<file path="config.mk">
export PLATFORM = sky130hd
export DESIGN_NAME = intf_array_rr_arbiter
export DESIGN_NICKNAME = d
export VERILOG_FILES = /design/src/rtl/intf_array_rr_arbiter.sv
export SDC_FILE = /design/constraint.sdc
export NUM_CORES = 1
export LEC_CHECK = 0
export CAP_MARGIN = 30
export CORE_MARGIN = 1.5
export CORE_UTILIZATION = 50
export DETAILED_ROUTE_END_ITERATION = 8
export GPL_TIMING_DRIVEN = 0
export PLACE_DENSITY = 0.95
export SYNTH_ARGS = -nofsm -noshare
export SYNTH_HDL_FRONTEND = slang
export SYNTH_SLANG_ARGS = --single-unit
</file>
<file path="constraint.sdc">
create_clock -name clk -period 6.9 [get_ports clk]
set_input_delay 2.07 -clock clk [delete_from_list [all_inputs] [get_ports clk]]
set_output_delay 2.07 -clock clk [all_outputs]
set_load 0.02 [all_outputs]
</file>
<file path="src/rtl/intf_array_rr_arbiter.sv">
// N-channel valid/ready arbiter merging an array of source channels into one
// registered output stream, with round-robin or fixed-priority grant and per-channel beat counters.
module intf_array_rr_arbiter #(
   parameter  int N     = 6,
   parameter  int W     = 8,
   parameter  int MODE  = 0,
   parameter  int CNT_W = 8,
   localparam int CHW   = $clog2(N)
) (
   input  logic               clk,
   input  logic               rst,
   input  logic [N-1:0]       in_valid,
   input  logic [N*W-1:0]     in_data,
   output logic [N-1:0]       in_ready,
   input  logic [N-1:0]       chan_en,
   output logic               out_valid,
   output logic [W-1:0]       out_data,
   output logic [CHW-1:0]     out_chan,
   input  logic               out_ready,
   output logic [N*CNT_W-1:0] cnt,
   input  logic               cnt_clr
);

   // Lowest set bit of a channel vector; returns 0 for an empty vector.
   function automatic logic [CHW-1:0] f_lowest(input logic [N-1:0] v);
      logic [CHW-1:0] r;
      r = '0;
      for (int k = N - 1; k >= 0; k--) begin
         if (v[k[CHW-1:0]]) begin
            r = CHW'(k);
         end else begin
            r = r;
         end
      end
      return r;
   endfunction

   logic               r_out_valid;
   logic [W-1:0]       r_out_data;
   logic [CHW-1:0]     r_out_chan;
   logic [CHW-1:0]     r_last;
   logic [CNT_W-1:0]   r_cnt [N];

   logic [N-1:0]       w_elig;
   logic [N-1:0]       w_hi_mask;
   logic [N-1:0]       w_elig_hi;
   logic               w_any;
   logic               w_load;
   logic               w_xfer;
   logic [CHW-1:0]     w_grant;
   logic [W-1:0]       w_chan_data [N];
   logic [W-1:0]       w_sel_data;

   assign w_elig    = in_valid & chan_en;
   assign w_any     = |w_elig;
   assign w_load    = !r_out_valid || out_ready;
   assign w_xfer    = w_load && w_any;
   assign w_elig_hi = w_elig & w_hi_mask;

   // Channels strictly above the last winner get first look in round-robin.
   for (genvar k = 0; k < N; k++) begin : g_chan
      assign w_hi_mask[k]   = (CHW'(k) > r_last);
      assign w_chan_data[k] = in_data[k*W +: W];
      assign cnt[k*CNT_W +: CNT_W] = r_cnt[k];
   end

   // Grant selection: fixed priority, or wrap-around scan starting after r_last.
   always_comb begin
      w_grant = '0;
      if (MODE == 1) begin
         w_grant = f_lowest(w_elig);
      end else if (|w_elig_hi) begin
         w_grant = f_lowest(w_elig_hi);
      end else begin
         w_grant = f_lowest(w_elig);
      end
   end

   // Ready is one-hot on the winner and only while the output register can load.
   always_comb begin
      in_ready = '0;
      if (w_xfer) begin
         in_ready = {{(N-1){1'b0}}, 1'b1} << w_grant;
      end else begin
         in_ready = '0;
      end
   end

   // Only the granted channel's data reaches the output register.
   always_comb begin
      w_sel_data = '0;
      if (w_xfer) begin
         w_sel_data = w_chan_data[w_grant];
      end else begin
         w_sel_data = '0;
      end
   end

   // Output register: load winner, drop valid on an empty load, hold on stall.
   always_ff @(posedge clk or posedge rst) begin
      if (rst) begin
         r_out_valid <= 1'b0;
         r_out_data  <= '0;
         r_out_chan  <= '0;
      end else if (w_xfer) begin
         r_out_valid <= 1'b1;
         r_out_data  <= w_sel_data;
         r_out_chan  <= w_grant;
      end else if (w_load) begin
         r_out_valid <= 1'b0;
      end else begin
         r_out_valid <= r_out_valid;
      end
   end

   // Round-robin pointer; reset to N-1 so channel 0 leads after reset.
   always_ff @(posedge clk or posedge rst) begin
      if (rst) begin
         r_last <= CHW'(N - 1);
      end else if (w_xfer && (MODE == 0)) begin
         r_last <= w_grant;
      end else begin
         r_last <= r_last;
      end
   end

   // Per-channel accepted-beat counters; a clear beats a same-cycle increment.
   for (genvar k = 0; k < N; k++) begin : g_cnt
      always_ff @(posedge clk or posedge rst) begin
         if (rst) begin
            r_cnt[k] <= '0;
         end else if (cnt_clr) begin
            r_cnt[k] <= '0;
         end else if (w_xfer && (w_grant == CHW'(k))) begin
            r_cnt[k] <= r_cnt[k] + {{(CNT_W-1){1'b0}}, 1'b1};
         end else begin
            r_cnt[k] <= r_cnt[k];
         end
      end
   end

   assign out_valid = r_out_valid;
   assign out_data  = r_out_data;
   assign out_chan  = r_out_chan;

endmodule

</file>
==> impl_metrics.toml <==
[worst_setup_path]
cp_num_buf_inv = 4
slowest_delay_ns = 0.51
arrival_ns = 4.78
crit_type = "in -> out"
critPathLaunchType = "input pin"
crit_path_top_delay_cell = "clkdlybuf4s50_1"
crit_path_end_kind = "primary output"
cp_max_fo = 10
crit_chain = "clkdlybuf4s50_1 > a22o_1 > or3b_1 > a21boi_4 > buf_4 > nand2_1 > buf_2 > nor2_4 > dlygate4sd2_1"
critPathTopFamily = "buffers and inverters"
cp.required_ns = 4.83

[floorplan]
die_x_microns = 90.24
io_pins = 130
core_area_sq_um = 7292
die_h_microns = 90.24
placementRows = 31
initial_utilization = 0.5218
die_area_sq_um = 8142

[clock_tree]
cts.sink_count = 62
holdBufCountCts = 0
clock-root-buffer = "clkbuf_8"
clk_latency_ns = 0.35
clock_path_buffers = 2
htreeDepth = 3
numCtsBuffers = 9
tritoncts = "yes"
clkTransAtPathRegs_ns = 0.07

[logic_synthesis]
yosysWarnings = 0
synthesis.area_sq_um = 3805
syn_nets = 471
yosysSeqAreaShare = 0.4084
async_flop_share = 1.000
synth_edf_count = 0
synth_cell_type_count = 56
synth.avg_cell_area_sq_um = 9.489
synth-seq-cells = 62
ys.flop_type = "dfrtp_1"
synthCells = 401

[timing]
max_freq_mhz = 145.9
relSlewSlack = 0.5560
hold_viol_final = 0
post-route-min-period_ns = 6.853
finClkSkew_ns = 0.008611
worst_slew_pin_slew_ns = 0.6620
finalCritPeriodShare = 0.9932
slew_violations = 0
whs_ns = 0.5303
setup_viol = 0
rsz0062_at_grt = "true"

[global_route]
grt_pass1_vias = 3973
grt_start_max_net_pins = 35
antenna_found_initial = 0
grt_usage = 0.3067
grt-ovfl-total = 0
grt_first_pass_wirelength_microns = 20090

[min_path]
min_path_type = "reg -> reg"

[detailed_routing]
drcViolationCount = 0
vias_per_cell = 6.453
route.vias.total = 4201
routed_wirelength_microns = 12640
antenna_left = 0
routed.top_layer = "met4"
first_iter_violations = 513
avgRoutedWirePerCell_microns = 19.42
wl_met1_microns = 5120
drtPass1Iterations = 5
wl_met3_microns = 1001
wl_met2_microns = 6252

[power]
p_per_area_nw_per_um2 = 219.3
finalPower_mw = 1.205
p_leak_nw = 2.191
peakVddDrop_mv = 0.1151

[cells_and_area]
syn2layout_area_growth_pct = 44.43
fin_area_sq_um = 5495
n_antenna_cell = 0
final_cell_mix = "clkdlybuf4s50_1 (125), dfrtp_1 (60), a21oi_1 (35), nand2_1 (28), nor2_1 (25)"
layout-drive-gt1-share = 0.1069
finalNetCount = 617
final_util = 0.7536
final_common_cell = "clkdlybuf4s50_1"

[status]
status = "completed"

[placement]
placedInstanceArea_sq_um = 5240
gp_congestion = 0.8628
portBuffers = 129
dp_hpwl_microns = 8976

[run]
drv_cap = 0
worst paths after layout:
check / startpoint / endpoint / slack [ns] / cells after the start
worst min register to register: r_last[0]$_DFFE_PP1P_ / r_last[0]$_DFFE_PP1P_ / 0.53 / 1
max in group asynchronous: rst / r_last[2]$_DFFE_PP1P_ / 4.08 / 3
worst min-delay path: r_last[0]$_DFFE_PP1P_ / r_last[0]$_DFFE_PP1P_ / 0.53 / 1
worst max-delay path: in_valid[3] / in_ready[5] / 0.05 / 9
worst max register to register: r_last[2]$_DFFE_PP1P_ / cnt[46]$_DFFE_PP0P_ / 4.21 / 8
min in group asynchronous: rst / cnt[33]$_DFFE_PP0P_ / 2.12 / 2
area by class of cell:
| type | count | area [sq um] |
|---|---|---|
| Inverter | 10 | 37.54 |
| Clock inverter | 1 | 5.005 |
| Multi-Input combinational cell | 303 | 2132 |
| Timing Repair Buffer | 135 | 1348 |
| Fill cell | 503 | 1797 |
| Tap cell | 99 | 123.9 |
| Buffer | 26 | 128.9 |
| Sequential cell | 62 | 1554 |
| Clock buffer | 15 | 166.4 |
stage by stage:
step | instances | setup TNS, ns | setup slack [ns]
final | 651 | 0 | 0.04717
after global routing | 651 | -0.01864 | -0.01864
after CTS | 648 | 0 | 0.03336
after detailed placement | 630 | -0.6043 | -0.3451
after global placement | 629 | -0.3851 | -0.2218
after floorplan | 401 | 0 | 1.152
cell usage after synthesis, types with 3 or more instances:
| cell | number | area [sq um] |
|---|---|---|
| clkbuf_1 | 14 | 52.55 |
| nand4_1 | 12 | 75.07 |
| nor2_1 | 25 | 93.84 |
| mux2i_1 | 18 | 180.2 |
| or4_1 | 18 | 135.1 |
| o32ai_1 | 8 | 70.07 |
| inv_1 | 10 | 37.54 |
| mux2_2 | 10 | 112.6 |
| nor3_1 | 7 | 35.03 |
| buf_2 | 9 | 45.04 |
| or3_1 | 11 | 68.82 |
| o21ai_0 | 13 | 65.06 |
| dfrtp_1 | 60 | 1501 |
| a32o_1 | 9 | 90.09 |
| nand2b_1 | 3 | 18.77 |
| ha_1 | 6 | 75.07 |
| nor4_1 | 5 | 31.28 |
| o31ai_1 | 19 | 142.6 |
| nand2_1 | 28 | 105.1 |
| a22o_1 | 3 | 26.28 |
| a21oi_1 | 35 | 175.2 |
| a211o_1 | 9 | 78.83 |
| nor2b_1 | 11 | 68.82 |
| nand3_1 | 16 | 80.08 |
| and2_1 | 3 | 18.77 |
report_power, final:
part           internal, mW  leakage [nW]  switching [mW]
Sequential            0.401         0.835          0.0298
Clock                 0.150        0.0877           0.150
Combinational         0.211          1.27           0.263
Total                 0.762          2.19           0.443
logic make-up (layout without fill, tap and decap cells):
family | count (synthesis) | in the layout | synth area share
compound gates | 116 | 116 | 0.2279
xor+xnor | 1 | 1 | 0.002302
fa+ha+maj | 6 | 6 | 0.01973
buf+inv | 36 | 187 | 0.04341
flops | 62 | 62 | 0.4084
mux | 30 | 30 | 0.08287
simple gates | 150 | 150 | 0.2154
sequential cells by signal (all words and copies together) (netlist names):
register,cells
cnt,48
out_valid,1
out_chan,3
out_data,8
r_last,2
routing by layer:
layer / global-route usage / up-vias
met5: 0 / -
met4: 0.1204 / 0
met3: 0.04907 / 30
met2: 0.5120 / 237
met1: 0.3983 / 2083
li1: - / 1851
timing repair:
action / in CTS / in global routing
hold endpoints to repair: 0 / 0
gates resized for setup: 8 / 4
pin swaps: 2 / 2
endpoints found under the setup margin: 5 / 3
setup buffers: 2 / 3
(Power assumes the default switching activity.)
